===== src/rtl/pipe_ctrl.sv =====
// Pipeline sequencing controller: stalls, flushes and bubbles for the
// five-stage core, covering load-use, divide latency and memory waits.
module pipe_ctrl #(
   parameter int DIV_CYCLES = 32
) (
   input  logic       clk,
   input  logic       reset,
   input  logic [4:0] d_rs,
   input  logic [4:0] d_rt,
   input  logic       d_use_rs,
   input  logic       d_use_rt,
   input  logic       e_memread,
   input  logic [4:0] e_rt,
   input  logic       e_div,
   input  logic       d_branch_taken,
   input  logic       flush,
   input  logic       m_mem,
   input  logic       dmem_ack,
   output logic       en_pc,
   output logic       en_fd,
   output logic       en_de,
   output logic       en_em,
   output logic       en_mw,
   output logic       clr_fd,
   output logic       clr_de,
   output logic       clr_em,
   output logic       clr_mw,
   output logic       div_start,
   output logic       dmem_req
);

   localparam int CW = $clog2(DIV_CYCLES + 1);

   typedef enum logic [1:0] {
      S_RUN,
      S_MEM,
      S_DIV
   } state_t;

   state_t          r_state;
   state_t          w_next;
   logic [CW-1:0]   r_cnt;
   logic [CW-1:0]   w_cnt_nxt;
   logic            w_lu;
   logic            w_run;
   logic            w_req;
   logic            w_mst;
   logic            w_dst;
   logic            w_div_go;

   assign w_lu = e_memread && (e_rt != 5'd0) &&
                 ((d_use_rs && (d_rs == e_rt)) ||
                  (d_use_rt && (d_rt == e_rt)));

   // RUN without a flush; flush is only honoured from RUN
   assign w_run    = (r_state == S_RUN) && !flush;
   assign w_req    = (w_run && m_mem) || (r_state == S_MEM);
   assign w_mst    = w_req && !dmem_ack;
   assign w_dst    = (r_state == S_DIV) && (r_cnt != '0);
   assign w_div_go = e_div && !w_mst &&
                     (w_run || (r_state == S_MEM));

   always_ff @(posedge clk or negedge reset) begin
      if (!reset) begin
         r_state <= S_RUN;
         r_cnt   <= '0;
      end else begin
         r_state <= w_next;
         r_cnt   <= w_cnt_nxt;
      end
   end

   always_comb begin
      w_next    = r_state;
      w_cnt_nxt = r_cnt;
      unique case (r_state)
         S_RUN, S_MEM: begin
            if (w_mst) begin
               w_next = S_MEM;
            end else if (w_div_go) begin
               w_next    = S_DIV;
               w_cnt_nxt = CW'(DIV_CYCLES - 1);
            end else if (r_state == S_MEM) begin
               w_next = S_RUN;
            end
         end
         S_DIV: begin
            if (w_dst) w_cnt_nxt = r_cnt - CW'(1);
            else       w_next    = S_RUN;
         end
         default: w_next = S_RUN;
      endcase
   end

   always_comb begin
      en_pc     = 1'b1;
      en_fd     = 1'b1;
      en_de     = 1'b1;
      en_em     = 1'b1;
      en_mw     = 1'b1;
      clr_fd    = 1'b0;
      clr_de    = 1'b0;
      clr_em    = 1'b0;
      clr_mw    = 1'b0;
      div_start = 1'b0;
      dmem_req  = 1'b0;
      // Registers only honour clear while enabled, so enables stay high
      if (!reset) begin
         clr_fd = 1'b1;
         clr_de = 1'b1;
         clr_em = 1'b1;
         clr_mw = 1'b1;
      end else if ((r_state == S_RUN) && flush) begin
         clr_fd = 1'b1;
         clr_de = 1'b1;
         clr_em = 1'b1;
      end else if (w_dst) begin
         en_pc  = 1'b0;
         en_fd  = 1'b0;
         en_de  = 1'b0;
         clr_em = 1'b1;
      end else begin
         dmem_req = w_req;
         if (w_mst) begin
            en_pc  = 1'b0;
            en_fd  = 1'b0;
            en_de  = 1'b0;
            en_em  = 1'b0;
            clr_mw = 1'b1;
         end else if (w_div_go) begin
            div_start = 1'b1;
            en_pc     = 1'b0;
            en_fd     = 1'b0;
            en_de     = 1'b0;
            clr_em    = 1'b1;
         end else if (w_lu) begin
            en_pc  = 1'b0;
            en_fd  = 1'b0;
            clr_de = 1'b1;
         end else if (d_branch_taken) begin
            clr_fd = 1'b1;
         end
      end
   end

endmodule


===== config.mk =====
export PLATFORM = sky130hd
export DESIGN_NAME = pipe_ctrl
export DESIGN_NICKNAME = d
export VERILOG_FILES = /design/src/rtl/pipe_ctrl.sv
export SDC_FILE = /design/constraint.sdc
export NUM_CORES = 1
export LEC_CHECK = 0
export BUFFER_PORTS_ARGS = -buffer_cell sky130_fd_sc_hd__buf_4
export CORE_AREA = 2 2 45 47
export DETAILED_ROUTE_END_ITERATION = 16
export DIE_AREA = 0 0 47 49
export PLACE_DENSITY = 0.71
export SKIP_LAST_GASP = 1
export SLEW_MARGIN = 20
export SYNTH_ARGS = -nofsm -noshare
export SYNTH_HDL_FRONTEND = slang
export SYNTH_SLANG_ARGS = --single-unit
export TNS_END_PERCENT = 30

===== constraint.sdc =====
create_clock -name clk -period 2.8 [get_ports clk]
set_input_delay 0.28 -clock clk [delete_from_list [all_inputs] [get_ports clk]]
set_output_delay 0.28 -clock clk [all_outputs]
set_load 0.005 [all_outputs]

==> results of run 1 <==
[registers in the layout, summed over array words and instances, names as in the netlist]
register  count
r_state       2
r_cnt         6
[area by class of cell]
| cell class | count | share of cell area [%] |
|---|---|---|
| Clock buffer | 3 | 2.31 |
| Inverter | 4 | 1.54 |
| Multi-Input combinational cell | 64 | 44.9 |
| Sequential cell | 8 | 20.5 |
| Tap cell | 27 | 3.47 |
| Timing Repair Buffer | 35 | 27.2 |
[metal layers]
metal	up-vias	part of all wire, %	global-route usage (%)
met4	0	0.60	2.78
met2	17	52	27.6
met1	320	43	19.8
met5	-	0	0
li1	349	-	-
met3	3	4.3	4.44
[timing repair]
item	4_1_cts	5_1_grt
buffers inserted	0	0
resized for setup	0	0
hold buffers	1	0
endpoints found under the hold margin	8	0
[final timing paths]
kind	end	slack, ns	cells past startpoint
worst max-delay path	clr_fd	0.73	6
worst min-delay path	r_state[0]$_DFFE_PN0P_	0.25	2
worst max register to register	r_cnt[2]$_DFFE_PN0P_	1.34	6
worst min register to register	r_cnt[0]$_DFFE_PN0P_	0.53	1
max in group asynchronous	r_cnt[0]$_DFFE_PN0P_	2.26	2
min in group asynchronous	r_cnt[4]$_DFFE_PN0P_	0.40	2
[cell usage after synthesis]
master     count  area, um2
xnor2_1       12        105
nand2_1        9       33.8
dfrtp_1        8        200
nor2_1         5       18.8
a21oi_1        4       20.0
inv_1          4       15.0
nor3_1         3       15.0
buf_4          2       15.0
ha_1           2       25.0
nand2b_1       2       12.5
nand4_1        2       12.5
o21ai_0        2       10.0
o21ai_1        2       10.0
a21boi_1       1       7.51
a21o_2         1       8.76
a21oi_2        1       8.76
a311o_1        1       10.0
a311oi_1       1       8.76
a31o_1         1       8.76
a31o_2         1       8.76
a31oi_1        1       6.26
and2_1         1       6.26
conb_1         1       3.75
nand2b_2       1       8.76
nand3_1        1       5.00
nor2_2         1       6.26
nor3b_1        1       7.51
o2111ai_2      1       15.0
o211ai_2       1       12.5
o21a_1         1       7.51
o22ai_1        1       6.26
o41ai_1        1       8.76
or4_4          1       11.3
xor2_1         1       8.76
[metrics by stage]
stage / hold slack [ns] / setup slack, ns
2_1_floorplan: -0.0156 / 1.17
3_3_place_gp: 0.115 / 1.09
3_5_place_dp: 0.119 / 1.03
4_1_cts: 0.247 / 0.740
5_1_grt: 0.248 / 0.543
6_report: 0.252 / 0.727
[kinds of logic after synthesis]
kind of cell / after synthesis
other: 1
XOR/XNOR: 13
buffers and inverters: 6
adder cells (fa/ha/maj): 2
AND/OR/NAND/NOR: 27
AO/OA/AOI/OAI: 21
flip-flops: 8
[where the power goes]
group	total, mW	internal [mW]	switching (mW)	leakage, nW
clock	0.0858	0.0489	0.0370	0.0138
sequential	0.226	0.168	0.0589	0.0932
combinational	0.344	0.173	0.171	0.328
==> results_dict.tcl, run 1 <==
set metrics [dict create \
    leakage_nw 0.435 \
    setup_viol 0 \
    cp_num_buf_inv 2 \
    gp_congestion 0.797 \
    viasPerCell 4.89 \
    synth_xor_area_share_pct 17.0 \
    finalCritPeriodShare_pct 74.1 \
    route.detailed.drc 0 \
    antenna_found_initial 0 \
    drive_gt1_share_pct 39.5 \
    hold_start "dmem_ack" \
    synth_seq_area_share_pct 30.0 \
    cellPowerDensity_nw_per_um2 673 \
    finalPower_uw 656 \
    yosysWarnings 0 \
    required_ns 2.52 \
    ir_worst_vdd_mv 0.380 \
    ys_seq_elements 8 \
    path_class "reg -> out" \
    start_util_pct 36.3 \
    cts_tree "yes" \
    min_period_ns 2.07 \
    die-area_um2 2300 \
    clk_latency_ns 0.25 \
    avgRoutedWirePerCell_um 11.8 \
    grt_max_degree 13 \
    fp.dieH_um 49 \
    htree_num_levels 1 \
    synthAdderAreaFrac_pct 3.75 \
    regArea_um2 200 \
    synth_cells 78 \
    arrival_ns 1.79 \
    timing.final.hold_violations 0 \
    final_common_cell "buf_4" \
    grtUsageTotal_pct 16.2 \
    numCtsBuffers 3 \
    drv_slew 0 \
    cp-end-kind "output port" \
    drv_cap 0 \
    io_pins 36 \
    max_freq_ghz 0.482 \
    hp-class "in -> reg" \
    critical-path-top-delay-family "compound AO/OA/AOI/OAI gates" \
    fillers 182 \
    syn-cell-area_um2 668 \
    syn_avg_cell_area_um2 8.57 \
    core_region_area_um2 1840 \
    rows 16 \
    grt_setup_unrepaired "false" \
    synthMuxAreaShare_pct 0 \
    cp_max_fo 5 \
    status "completed" \
    syn_nets 105 \
    skew_ns 0.000476 \
    clk_pin_slew_ns 0.05 \
    final_core_util_pct 52.9 \
    routed_wl_um 1670 \
    portBuffers 34 \
    grt_pass1_vias 655 \
    placedCellCount 137 \
    synth_cell_types 34 \
    fin_cells 141 \
    drt_iter0_drc 4 \
    multiInputGateArea_um2 438 \
    path_cells "inv_1 > ha_1 > a31oi_1 > a311oi_1 > a31o_1 > buf_4" \
    layout_common_cells "34 x buf_4, 12 x xnor2_1, 9 x nand2_1" \
    synthSimpleGateAreaFrac_pct 20.6 \
    synth_top_family_by_area "compound AO/OA/AOI/OAI gates" \
    synth_compound_area_share_pct 23.6 \
    detail-route-antenna-nets 0 \
    dr.pass1.iters 4 \
    grt_overflow 0 \
    final_nets 143 \
    design_area_um2 975 \
    r2r-start "r_cnt[0]$_DFFE_PN0P_" \
    grt_pass1_wl_um 2790 \
    clockRootBuffer "clkbuf_4" \
    area_growth_pct 45.9 \
    diodes 0 \
    start_kind "flop" \
    cts_num_sinks 8 \
    critPathSlowestCell "dfrtp_1" \
    place_area_um2 942 \
    setup_tns_ns 0 \
    vias 689 \
    cp-startpoint "r_cnt[0]$_DFFE_PN0P_" \
    critPathMaxStageDelay_ns 0.41 \
    post-dp-hpwl_um 1400 \
    die_w_um 47 \
    clk_path_buf_depth 2 \
]
(Power assumes the default switching activity.)
==> run 2: changes to the inputs <==
--- a/config.mk
+++ b/config.mk
@@ -9,7 +9,7 @@
 export CORE_AREA = 2 2 45 47
 export DETAILED_ROUTE_END_ITERATION = 16
 export DIE_AREA = 0 0 47 49
-export PLACE_DENSITY = 0.71
+export PLACE_DENSITY = 0.74
 export SKIP_LAST_GASP = 1
 export SLEW_MARGIN = 20
 export SYNTH_ARGS = -nofsm -noshare
==> constraint.sdc (replaced) <==
create_clock -name clk -period 1.7 [get_ports clk]
set_input_delay 0.17 -clock clk [delete_from_list [all_inputs] [get_ports clk]]
set_output_delay 0.17 -clock clk [all_outputs]
set_load 0.005 [all_outputs]
==> run 2 against run 1 <==
The flow now finishes with violations (setup timing). Highest routed layer unchanged. Clock-buffer cell count unchanged. Global-route usage increased by 3.2 points. Via count increased by 2.8%. Clock skew increased by 0.00059 ns. Final area increased by 11%. Sequential cell count unchanged. Critical endpoint is now en_fd. Combinational power increased by 120%. Cell count increased by 2.8%. Non-clock buffer count increased by 4.
==> results_dict.tcl, run 2 (synthesized netlist as in run 1, its figures left out) <==
set metrics [dict create \
    die-area_um2 2300 \
    cp_num_buf_inv 1 \
    violations "setup timing" \
    largest_reg_flops 6 \
    grt_overflow 0 \
    die_w_um 47 \
    numCtsBuffers 3 \
    worst_slack_ns -0.00549 \
    leakage_nw 0.459 \
    gp_congestion 0.785 \
    power.share.clock_pct 11.1 \
    p_comb_share_pct 58.6 \
    clockRootBuffer "clkbuf_4" \
    grt_setup_unrepaired "true" \
    power.share.sequential_pct 30.4 \
    critical-path-top-delay-family "compound AO/OA/AOI/OAI gates" \
    drv_slew 0 \
    cp_max_fo 4 \
    max_freq_ghz 0.586 \
    portBuffers 34 \
    finalPower_mw 1.28 \
    hp-class "in -> reg" \
    start_util_pct 36.3 \
    clk_path_buf_depth 2 \
    reg2reg_depth 5 \
    fillers 175 \
    layout_common_cells "38 x buf_4, 12 x xnor2_1, 9 x nand2_1" \
    cp-end-kind "output port" \
    avgRoutedWirePerCell_um 12.6 \
    arrival_ns 1.54 \
    route.detailed.drc 0 \
    antenna_found_initial 0 \
    final_nets 147 \
    cellPowerDensity_nw_per_um2 1180 \
    regMostFlops "r_cnt" \
    dr.pass1.iters 4 \
    area_growth_pct 61.6 \
    path_class "reg -> out" \
    path_depth 5 \
    pre_cts_slack_ns 0.114 \
    setup_viol 4 \
    skew_ns 0.00107 \
    ir_worst_vdd_mv 0.595 \
    grt_pass1_wl_um 3190 \
    vias 708 \
    drt_iter0_drc 4 \
    min_period_ns 1.71 \
    cts_tree "yes" \
    start_kind "flop" \
    final_common_cell "buf_4" \
    diodes 0 \
    power.internal_uw 745 \
    finalCritPeriodShare_pct 100 \
    core_region_area_um2 1840 \
    timing.final.hold_violations 0 \
    critPathSlowestCell "dfrtp_1" \
    clk_latency_ns 0.25 \
    grtUsageTotal_pct 19.4 \
    post-dp-hpwl_um 1440 \
    drive_gt1_share_pct 50.0 \
    setup_tns_ns -0.0204 \
    viasPerCell 4.88 \
    htree_num_levels 1 \
    final_core_util_pct 58.6 \
    r2r_slack_ns 0.26 \
    routed_wl_um 1830 \
    grt_max_degree 13 \
    p_sw_uw 531 \
    rows 16 \
    grt_pass1_vias 742 \
    detail-route-antenna-nets 0 \
    fp.dieH_um 49 \
    top_regs "r_cnt: 6 flops, r_state: 2 flops" \
    io_pins 36 \
    critPathMaxStageDelay_ns 0.42 \
    clk_pin_slew_ns 0.05 \
    required_ns 1.53 \
    hold_slack_ns 0.249 \
    status "complete, but fails checks" \
    path_cells "nand2b_2 > a31oi_4 > a311oi_2 > a21o_2 > buf_4" \
    p_sw_share_pct 41.6 \
    min_path_cells 3 \
    cts_num_sinks 8 \
    drv_cap 0 \
]
[run 2: cell types whose count changed in the layout (fill, tap and decap cells not counted), moves of 2 or more]
cell and change:
buf_4 +4, inv_1 -2, nor2_4 +2, inv_2 +2
[run 2: stage by stage]
stage / instance area [um2] / instances
2_1_floorplan: 668 / 78
3_3_place_gp: 965 / 140
3_5_place_dp: 965 / 140
4_1_cts: 1070 / 145
5_1_grt: 1080 / 145
6_report: 1080 / 145
[run 2: layout make-up]
type | instances | area, um2 | area share [%]
well taps | 27 | 33.8 | 3.13
inverters | 4 | 15.0 | 1.39
multi-input cells | 64 | 512 | 47.4
flip-flops and latches | 8 | 201 | 18.7
repair buffers | 39 | 295 | 27.3
clock buffers | 3 | 22.5 | 2.09
[run 2: power groups by stage]
stage	clock network (mW)	registers, mW	logic (mW)
final	0.141	0.388	0.747
after global placement	0	0.359	0.603
after global routing	0.161	0.399	0.829
after detailed placement	0	0.364	0.612
after floorplan	0	0.350	0.384
after CTS	0.151	0.386	0.731
[run 2: routing by layer]
layer,vias up,GRT usage [%],wire [um]
li1,356,-,-
met1,335,21.9,722
met2,13,32.0,1000
met3,4,7.04,71
met4,0,7.41,34
met5,-,0,0
[run 2: worst paths after layout]
| path | from | end |
|---|---|---|
| min | dmem_ack | r_state[0]$_DFFE_PN0P_ |
| max reg2reg | r_state[0]$_DFFE_PN0P_ | r_cnt[2]$_DFFE_PN0P_ |
| min reg2reg | r_cnt[3]$_DFFE_PN0P_ | r_cnt[3]$_DFFE_PN0P_ |
| min in group asynchronous | reset | r_cnt[4]$_DFFE_PN0P_ |
| max | r_state[0]$_DFFE_PN0P_ | en_fd |
| max in group asynchronous | reset | r_cnt[2]$_DFFE_PN0P_ |
[run 2: timing repair]
action                     CTS  global route
hold buffers                 1             0
setup endpoints to repair    5             7
pin swaps                    4             0
gates resized for setup     15             1
hold endpoints to repair     8             0
setup buffers                1             0
[run 2: worst min-delay path: stages]
cell,delay (ns)
buf_4,0.10
nor3_2,0.06
buf_4,0.13
==> run 3: changes to the inputs <==
--- a/config.mk
+++ b/config.mk
@@ -5,11 +5,13 @@
 export SDC_FILE = /design/constraint.sdc
 export NUM_CORES = 1
 export LEC_CHECK = 0
+export ABC_CLOCK_PERIOD_IN_PS = 1700
 export BUFFER_PORTS_ARGS = -buffer_cell sky130_fd_sc_hd__buf_4
 export CORE_AREA = 2 2 45 47
 export DETAILED_ROUTE_END_ITERATION = 16
 export DIE_AREA = 0 0 47 49
 export PLACE_DENSITY = 0.74
+export REMOVE_ABC_BUFFERS = 1
 export SKIP_LAST_GASP = 1
 export SLEW_MARGIN = 20
 export SYNTH_ARGS = -nofsm -noshare
==> run 3 against run 2 <==
The run still ends with setup timing left. Non-clock buffer count unchanged. Via count increased by 3.0%. Largest power group unchanged. Clock-buffer cell count unchanged. Fmax decreased by 0.68%. Largest cell class unchanged. First-iteration DRC count increased by 50%. Total power increased by 2.5%. Clock power about the same. Worst hold slack improved by 0.012 ns. Die area unchanged.
==> results_dict.tcl, run 3 (synthesized netlist as in run 1, its figures left out) <==
set metrics [dict create \
    status "complete, but fails checks" \
    violations "setup timing" \
    diodes 0 \
    fp.dieH_um 49 \
    largest_reg_flops 6 \
    final_common_cell "buf_4" \
    grt_overflow 0 \
    timing.final.hold_violations 0 \
    die_w_um 47 \
    cts_tree "yes" \
    cp_max_fo 3 \
    clk_path_buf_depth 2 \
    grt_pass1_wl_um 3420 \
    grt_setup_unrepaired "true" \
    antenna_found_initial 0 \
    clk_pin_slew_ns 0.05 \
    regMostFlops "r_cnt" \
    final_core_util_pct 58.8 \
    place_area_um2 957 \
    cellPowerDensity_nw_per_um2 1210 \
    leakage_nw 0.463 \
    ir_worst_vdd_mv 0.558 \
    layout_common_cells "38 x buf_4, 12 x xnor2_1, 9 x nand2_1" \
    avgRoutedWirePerCell_um 13.4 \
    core_region_area_um2 1840 \
    route.detailed.drc 0 \
    clockRootBuffer "clkbuf_4" \
    top_regs "r_cnt: 6 flops, r_state: 2 flops" \
    setup_viol 3 \
    final_nets 147 \
    arrival_ns 1.55 \
    post-dp-hpwl_um 1430 \
    dr.pass1.iters 4 \
    numCtsBuffers 3 \
    pre_cts_slack_ns 0.132 \
    start_kind "flop" \
    detail-route-antenna-nets 0 \
    area_growth_pct 62.2 \
    hp-class "in -> reg" \
    worst_slack_ns -0.0171 \
    rows 16 \
    io_pins 36 \
    min_period_ns 1.72 \
    cp-end-kind "output port" \
    path_class "reg -> out" \
    drive_gt1_share_pct 48.3 \
    finalCritPeriodShare_pct 101 \
    viasPerCell 5.03 \
    start_util_pct 36.3 \
    clk_latency_ns 0.25 \
    cts_num_sinks 8 \
    die-area_um2 2300 \
    vias 729 \
    skew_ns 0.00336 \
    drv_cap 0 \
    htree_num_levels 1 \
    portBuffers 34 \
    drt_iter0_drc 6 \
    grt_max_degree 13 \
    grt_pass1_vias 797 \
    grtUsageTotal_pct 20.3 \
    drv_slew 0 \
    setup_tns_ns -0.0332 \
    gp_congestion 0.739 \
    design_area_um2 1080 \
    routed_wl_um 1940 \
    max_freq_ghz 0.582 \
    required_ns 1.53 \
]
[run 3: cell count changes in the layout (fill, tap and decap cells not counted)]
cell / previous run / this run
nand2b_4: 1 / 2
nand2b_2: 1 / 0
dfrtp_1: 7 / 8
dfrtp_2: 1 / 0
inv_1: 2 / 3
inv_2: 2 / 1
[run 3: final timing paths]
path | end | slack (ns) | depth (start not counted) | start
setup / recovery | clr_de | -0.02 | 6 | r_cnt[0]$_DFFE_PN0P_
hold / removal | r_state[0]$_DFFE_PN0P_ | 0.26 | 3 | dmem_ack
setup reg to reg | r_cnt[2]$_DFFE_PN0P_ | 0.29 | 5 | r_state[1]$_DFFE_PN0P_
hold reg to reg | r_cnt[3]$_DFFE_PN0P_ | 0.56 | 1 | r_cnt[3]$_DFFE_PN0P_
max in group asynchronous | r_cnt[2]$_DFFE_PN0P_ | 1.27 | 2 | reset
min in group asynchronous | r_cnt[4]$_DFFE_PN0P_ | 0.29 | 2 | reset
[run 3: report_power, final]
group / switching, mW / internal, mW / leakage, nW / total (mW)
clock: 0.0606 / 0.0805 / 0.0138 / 0.141
sequential: 0.118 / 0.276 / 0.0932 / 0.393
combinational: 0.381 / 0.393 / 0.356 / 0.775
total: 0.559 / 0.749 / 0.463 / 1.31
[run 3: worst max-delay path: stages, from the launching register on]
cell and delay [ns]:
dfrtp_1 0.38, inv_1 0.11, ha_4 0.15, a31oi_4 0.08, a311o_1 0.31, o21ai_1 0.13
buf_4 0.12
[run 3: area by class of cell]
| class | instances | area (um2) |
|---|---|---|
| tap | 27 | 33.8 |
| inverter | 4 | 15.0 |
| fill | 175 | 758 |
| sequential | 8 | 200 |
| clock buffer | 3 | 22.5 |
| timing repair buffer | 39 | 295 |
| multi-input combinational | 64 | 517 |
[run 3: metrics by stage]
step	hold WS (ns)	power (mW)	instances
after floorplan	-0.126	0.722	76
after global placement	0.00564	0.940	139
after detailed placement	0.00839	0.967	139
after CTS	0.249	1.28	145
after global routing	0.245	1.43	145
final	0.262	1.31	145
[run 3: layer usage]
metal / vias to the layer above / routed length [um] / track usage, %
met2: 20 / 1080 / 34.7
met5: - / 0 / 0
met1: 351 / 759 / 22.1
met4: 0 / 23 / 6.94
li1: 354 / - / -
met3: 4 / 81 / 7.04
[run 3: timing repair]
item,in CTS,in global routing
resized for setup,13,1
setup endpoints to repair,6,6
endpoints found under the hold margin,8,0
buffers inserted,2,0
pin swaps,7,0
hold buffers,1,0
